===== config.mk =====
export PLATFORM = sky130hd
export DESIGN_NAME = multicycle_control
export DESIGN_NICKNAME = d
export VERILOG_FILES = /design/src/rtl/multicycle_control.sv
export SDC_FILE = /design/constraint.sdc
export NUM_CORES = 1
export LEC_CHECK = 0
export CORE_UTILIZATION = 40
export CTS_CLUSTER_DIAMETER = 150
export DETAILED_ROUTE_END_ITERATION = 7
export GPL_TIMING_DRIVEN = 0
export PLACE_DENSITY = 0.84
export SLEW_MARGIN = 20
export SYNTH_ARGS = -nofsm -noshare
export SYNTH_HDL_FRONTEND = slang
export SYNTH_SLANG_ARGS = --single-unit

===== constraint.sdc =====
create_clock -name clk -period 1.7 [get_ports clk]
set_clock_uncertainty 0.1 [all_clocks]
set_input_delay 0.17 -clock clk [delete_from_list [all_inputs] [get_ports clk]]
set_output_delay 0.17 -clock clk [all_outputs]
set_load 0.05 [all_outputs]

===== src/rtl/multicycle_control.sv =====
// Main control FSM for the multi-cycle MIPS datapath.
// Sequences ALU, IR, PC and one memory port; waits on mem_ready with a timeout.
module multicycle_control #(
    parameter int MAX_WAIT = 15
) (
    input  logic       clk,
    input  logic       rst_n,
    input  logic [5:0] Opcode,
    input  logic       Zero,
    input  logic       mem_ready,
    output logic [1:0] Aluop,
    output logic       AluSrcA,
    output logic [1:0] AluSrcB,
    output logic       PCWrite,
    output logic       PCWriteBr,
    output logic       IorD,
    output logic       MemRead,
    output logic       MemWrite,
    output logic       IRWrite,
    output logic       RegWrite,
    output logic       RegDst,
    output logic       MemtoReg,
    output logic       illegal,
    output logic       timeout,
    output logic [3:0] state_o
);

    localparam int CW = $clog2(MAX_WAIT + 1);

    typedef enum logic [3:0] {
        FETCH    = 4'd0,
        DECODE   = 4'd1,
        MEM_ADDR = 4'd2,
        MEM_RD   = 4'd3,
        MEM_WB   = 4'd4,
        MEM_WR   = 4'd5,
        EXEC_R   = 4'd6,
        R_WB     = 4'd7,
        BRANCH   = 4'd8,
        EXEC_I   = 4'd9,
        I_WB     = 4'd10
    } state_t;

    state_t        r_state;
    logic          r_is_sw;
    logic [CW-1:0] r_cnt;
    logic          w_wait_st;
    logic          w_timeout;
    logic          w_legal;

    assign w_wait_st = (r_state == FETCH) || (r_state == MEM_RD) ||
                       (r_state == MEM_WR);
    assign w_timeout = w_wait_st && !mem_ready && (r_cnt == CW'(MAX_WAIT));
    assign w_legal   = (Opcode == 6'b000000) || (Opcode == 6'b100011) ||
                       (Opcode == 6'b101011) || (Opcode == 6'b000100) ||
                       (Opcode == 6'b001000);
    assign state_o   = r_state;

    // Counter is zeroed in every non-waiting state so each wait state starts at 0.
    always_ff @(posedge clk or negedge rst_n) begin
        if (!rst_n) begin
            r_state <= FETCH;
            r_is_sw <= 1'b0;
            r_cnt   <= '0;
        end else begin
            case (r_state)
                FETCH: begin
                    if (mem_ready) begin
                        r_state <= DECODE;
                        r_cnt   <= '0;
                    end else if (w_timeout) begin
                        r_state <= FETCH;
                        r_cnt   <= '0;
                    end else begin
                        r_cnt <= r_cnt + 1'b1;
                    end
                end
                DECODE: begin
                    r_cnt   <= '0;
                    r_is_sw <= (Opcode == 6'b101011);
                    case (Opcode)
                        6'b000000: r_state <= EXEC_R;
                        6'b100011: r_state <= MEM_ADDR;
                        6'b101011: r_state <= MEM_ADDR;
                        6'b000100: r_state <= BRANCH;
                        6'b001000: r_state <= EXEC_I;
                        default:   r_state <= FETCH;
                    endcase
                end
                MEM_ADDR: begin
                    r_cnt   <= '0;
                    r_state <= r_is_sw ? MEM_WR : MEM_RD;
                end
                MEM_RD, MEM_WR: begin
                    if (mem_ready) begin
                        r_state <= (r_state == MEM_RD) ? MEM_WB : FETCH;
                        r_cnt   <= '0;
                    end else if (w_timeout) begin
                        r_state <= FETCH;
                        r_cnt   <= '0;
                    end else begin
                        r_cnt <= r_cnt + 1'b1;
                    end
                end
                EXEC_R: begin
                    r_cnt   <= '0;
                    r_state <= R_WB;
                end
                EXEC_I: begin
                    r_cnt   <= '0;
                    r_state <= I_WB;
                end
                default: begin
                    r_cnt   <= '0;
                    r_state <= FETCH;
                end
            endcase
        end
    end

    // Gating with rst_n makes every enable drop the moment reset asserts.
    always_comb begin
        Aluop     = 2'b00;
        AluSrcA   = 1'b0;
        AluSrcB   = 2'b00;
        PCWrite   = 1'b0;
        PCWriteBr = 1'b0;
        IorD      = 1'b0;
        MemRead   = 1'b0;
        MemWrite  = 1'b0;
        IRWrite   = 1'b0;
        RegWrite  = 1'b0;
        RegDst    = 1'b0;
        MemtoReg  = 1'b0;
        illegal   = 1'b0;
        timeout   = 1'b0;
        if (rst_n) begin
            timeout = w_timeout;
            case (r_state)
                FETCH: begin
                    MemRead = 1'b1;
                    AluSrcB = 2'b01;
                    Aluop   = 2'b11;
                    IRWrite = mem_ready;
                    PCWrite = mem_ready;
                end
                DECODE: begin
                    AluSrcB = 2'b11;
                    Aluop   = 2'b11;
                    illegal = !w_legal;
                end
                MEM_ADDR, EXEC_I: begin
                    AluSrcA = 1'b1;
                    AluSrcB = 2'b10;
                    Aluop   = 2'b11;
                end
                MEM_RD: begin
                    MemRead = 1'b1;
                    IorD    = 1'b1;
                end
                MEM_WB: begin
                    RegWrite = 1'b1;
                    MemtoReg = 1'b1;
                end
                MEM_WR: begin
                    MemWrite = 1'b1;
                    IorD     = 1'b1;
                end
                EXEC_R: begin
                    AluSrcA = 1'b1;
                end
                R_WB: begin
                    RegWrite = 1'b1;
                    RegDst   = 1'b1;
                end
                BRANCH: begin
                    AluSrcA   = 1'b1;
                    Aluop     = 2'b01;
                    PCWriteBr = Zero;
                end
                I_WB: begin
                    RegWrite = 1'b1;
                end
                default: ;
            endcase
        end
    end

endmodule


==> results.yml, run 1 <==
outcome:
  run_status: "aborted with a tool error"
  stopping_stage: "global routing"
  error_message: "[ERROR DPL-0033] detailed placement checks failed during check placement."
logic_synthesis:
  yosys_warnings: 0
  synth_xor_xnor_area_share_pct: 5.45
  synth-adder-area-share_pct: 1.56
  synth_edf_count: 0
  ys_seq_elements: 9
  synth_simple_gate_area_share_pct: 40.8
  postSynth.asyncResetShare_pct: 100
  synth_flop_cell: "sky130_fd_sc_hd__dfrtp_1"
  ys_seq_area_share_pct: 28.0
  post_synth.cell_area_avg_um2: 7.88
  syn-cell-area_um2: 803
  synth_compound_gate_area_share_pct: 16.8
  synthMuxAreaShare_pct: 0
  synth_top_family_by_area: "simple AND/OR/NAND/NOR gates"
  gate_count_after_technology_mapping: 102
  synth_nets: 113
  post_synth_num_cell_types: 37
sta:
  postGrtWorstEndpoint: "RegWrite"
  worst-ep-kind: "output port"
placed_design:
  routabilityCongestion: 0.840
  detailed_place_hpwl_um: 1810
  numPortBuffers: 29
  dpl-instance-area_um2: 1330
floorplan:
  die_w_um: 46.8
  count_of_boundary_i_o_pins: 30
  std_cell_rows: 15
  floorplan.die.height_um: 46.8
  start_util_pct: 44.6
global_routing:
  grt_antenna_before_repair: 0
  grt_start_max_net_pins: 11
cts:
  cts_inserted_buffers: 3
  cts.sink_count: 9
  max-clock-path-buffers: 2
  cts.htree.levels: 1
  clock_root_cell: "sky130_fd_sc_hd__clkbuf_4"
==> Yosys cell counts (all sizes together) (3+ instances only) <==
library cell / count / area, um2
nor2: 13 / 48.8
nand2: 11 / 41.3
dfrtp: 9 / 225
buf: 7 / 43.8
nand2b: 6 / 45.0
nor3: 6 / 30.0
nand3: 5 / 25.0
nor3b: 5 / 37.5
a21oi: 4 / 20.0
inv: 4 / 15.0
xnor2: 4 / 35.0
nor4b: 3 / 32.5
==> logic make-up after synthesis <==
| kind of cell | after synthesis |
|---|---|
| buffers and inverters | 11 |
| AND/OR/NAND/NOR | 58 |
| XOR/XNOR | 5 |
| adder cells (fa/ha/maj) | 1 |
| flip-flops | 9 |
| AO/OA/AOI/OAI | 18 |
==> metrics by stage <==
step,utilization (%),setup slack [ns],cells,hold slack [ns]
after floorplan,-,-0.151,102,-0.226
after global placement,73.8,-1.11,156,0.361
after detailed placement,73.8,-1.16,156,0.376
after CTS,89.7,-0.108,172,0.340
==> what timing repair did <==
action,in CTS
cloned,1
hold buffers,1
hold endpoints to repair,9
gates resized for setup,146
setup endpoints to repair,18
pin swaps,7
setup buffers,10
==> run 2: changes to the inputs <==
--- a/config.mk
+++ b/config.mk
@@ -5,11 +5,11 @@
 export SDC_FILE = /design/constraint.sdc
 export NUM_CORES = 1
 export LEC_CHECK = 0
-export CORE_UTILIZATION = 40
-export CTS_CLUSTER_DIAMETER = 150
+export CORE_AREA = 2 2 63 65
 export DETAILED_ROUTE_END_ITERATION = 7
+export DIE_AREA = 0 0 65 67
 export GPL_TIMING_DRIVEN = 0
-export PLACE_DENSITY = 0.84
+export PLACE_DENSITY_LB_ADDON = 0.15
 export SLEW_MARGIN = 20
 export SYNTH_ARGS = -nofsm -noshare
 export SYNTH_HDL_FRONTEND = slang
==> results.yml, run 2 <==
setup_path:
  crit_path_end_kind: "primary output"
  data_required_time_at_the_worst_endpoint_ns: 1.43
  largest_fanout_on_the_critical_path: 3
  setup.worst_path.class: "in2out"
  worst_setup_path_start_kind: "primary input"
  crit_arrival_ns: 1.55
  path_cells: "clkdlybuf4s50_1 > or4_4 > nand2_2 > a2111oi_4 > buf_6"
  critical-path-slowest-cell: "sky130_fd_sc_hd__or4_4"
  critical-path-max-stage-delay_ns: 0.58
placed_design:
  detailed_place_hpwl_um: 1940
  numPortBuffers: 29
  routabilityCongestion: 0.785
  detailedPlace.worstSlack_ns: -1.21
  dpl-instance-area_um2: 1360
routing:
  drcViolationCount: 0
  routedWlPerCell_um: 14.8
  first_iter_violations: 31
  detail-route-antenna-nets: 0
  drt_pre_antenna_iters: 4
  wirelength_um: 3000
  detail_route.vias_per_cell: 4.85
  via_count: 984
power:
  power.net_switching_mw: 1.06
  power_density_nw_per_um2: 1240
  internal_power_mw: 1.18
  seq_power_share_pct: 13.6
  power_leakage_nw: 0.749
  power_frac_comb_pct: 75.1
  peakVddDrop_v: 0.000567
  p_clk_share_pct: 11.2
  power.share.switching_pct: 47.4
logic_synthesis:
  gate_count_after_technology_mapping: 102
  synth_area_leaders: "sky130_fd_sc_hd__dfrtp_1, sky130_fd_sc_hd__nor2_1, sky130_fd_sc_hd__nand2_1"
  synthTopCellsByCount: "sky130_fd_sc_hd__nor2_1, sky130_fd_sc_hd__nand2_1, sky130_fd_sc_hd__dfrtp_1, sky130_fd_sc_hd__nor3_1"
  postSynth.asyncResetShare_pct: 100
  synth_nets: 113
  post-synth-top-area-cell: "sky130_fd_sc_hd__dfrtp_1"
  synth_flop_cell: "sky130_fd_sc_hd__dfrtp_1"
  synth_top_area_share_pct: 28.0
  post_synth_num_cell_types: 37
  syn-cell-area_um2: 803
  post_synth.cell_area_avg_um2: 7.88
  ys_seq_elements: 9
  synth_edf_count: 0
  ys_seq_area_share_pct: 28.0
  most_frequently_used_cell_type_in_the_post_synthesis_netlist: "sky130_fd_sc_hd__nor2_1"
  yosys_warnings: 0
global_routing:
  first_global_vias: 970
  grt_start_max_net_pins: 11
  grt_usage_pct: 14.7
  gr-total-overflow: 0
  grt_antenna_before_repair: 0
  first_pass_grt_wire_length_um: 4840
layout:
  final_cell_mix: "sky130_fd_sc_hd__buf_6, sky130_fd_sc_hd__buf_4, sky130_fd_sc_hd__nor2_4"
  post_route_cells_drive_above_1_share_pct: 60.6
  antenna_cells: 0
  final_util_pct: 50.0
  mostFrequentLayoutCell: "sky130_fd_sc_hd__buf_6"
  area_delta_synth_final_pct: 124
  finalNetCount: 167
  final_design_area_no_fill_um2: 1800
sta:
  worst_slew_margin_rel_pct: 66.6
  max_freq_mhz: 551
  hold_ws_ns: 0.347
  final_hold_vios: 0
  final-setup-viol-count: 8
  maxSlewViolCount: 0
  fin_crit_sh_pct: 107
  grt_setup_unrepaired: "yes"
  min_period_ns: 1.82
  finalSetupTns_ns: -0.451
  slew_at_the_pin_closest_to_its_max_slew_limit_ns: 0.500
  timing.final.ws_setup_ns: -0.115
min_path:
  hold_path_class: "in2reg"
cts:
  max-clock-path-buffers: 2
  cts.reportedPaths.clkPinSlew_ns: 0.05
  cts.htree.levels: 1
  clock_root_cell: "sky130_fd_sc_hd__clkbuf_8"
  cts.sink_count: 9
  tritoncts_clock_tree: "yes"
  worst_skew_pair_later_pin_latency_ns: 0.23
  cts_inserted_buffers: 3
floorplan:
  coreArea_um2: 3610
  count_of_boundary_i_o_pins: 30
  die_w_um: 65
  floorplan.die.height_um: 67
  std_cell_rows: 22
  die_area_um2: 4360
  start_util_pct: 22.3
run:
  maxCapViolCount: 0
outcome:
  run_status: "finished with violations"
  failed_checks: "negative setup slack"
-- run 2: cell counts after synthesis --
Identical to the previous run, type by type.
-- run 2: stage by stage --
stage / power, mW / std cells
finish: 2.24 / 203
global route: 2.36 / 203
CTS: 1.99 / 192
detailed placement: 1.57 / 179
global placement: 1.57 / 179
floorplan: 1.26 / 102
-- run 2: worst paths after layout --
check	depth (start not counted)	to	slack [ns]	from
min reg2reg	1	r_cnt[0]$_DFF_PN0_	0.37	r_cnt[0]$_DFF_PN0_
max reg2reg	5	state_o[1]$_DFF_PN0_	0.01	state_o[2]$_DFF_PN0_
max in group asynchronous	2	state_o[1]$_DFF_PN0_	0.50	rst_n
max	5	illegal	-0.12	Opcode[5]
min	3	r_is_sw$_DFFE_PN0P_	0.35	Opcode[3]
min in group asynchronous	2	r_cnt[1]$_DFF_PN0_	0.67	rst_n
-- run 2: critical path: cells and delay by family --
family / cells / cell delay (ns)
and+or+nand+nor: 2 / 0.68
buffers and inverters: 2 / 0.62
AOI/OAI and AO/OA: 1 / 0.07
-- run 2: cell families after synthesis --
family / synth area share [%]
simple gates: 40.8
compound gates: 16.8
buf+inv: 7.32
flops: 28.0
xor+xnor: 5.45
fa+ha+maj: 1.56
-- run 2: layer usage --
layer  global-route usage, %  up-vias  part of all wire, %
li1                        -      472                    -
met4                    5.05        0                  1.6
met3                    4.39        4                  6.4
met1                    18.5      468                   42
met5                       0        -                    0
met2                    24.0       40                   51
-- run 2: power groups by stage --
stage / combinational (mW) / sequential, mW / clock, mW
after floorplan: 0.872 / 0.388 / 0
after global placement: 1.25 / 0.318 / 0
after detailed placement: 1.26 / 0.319 / 0
after CTS: 1.44 / 0.302 / 0.254
after global routing: 1.78 / 0.309 / 0.271
final: 1.68 / 0.305 / 0.251
-- run 2: layout make-up --
| class | count | area (um2) |
|---|---|---|
| buffer | 7 | 100 |
| clock buffer | 4 | 45.0 |
| fill | 332 | 1800 |
| inverter | 4 | 15.0 |
| multi-input combinational | 82 | 847 |
| sequential | 9 | 230 |
| tap | 48 | 60.1 |
| timing repair buffer | 49 | 505 |
-- run 2: timing repair --
action,CTS,global route
endpoints found under the hold margin,9,0
gates resized for setup,139,23
hold buffers,1,0
pin swaps,5,10
endpoints found under the setup margin,18,19
buffers inserted,8,11
Power figures use the tool's default switching activity.
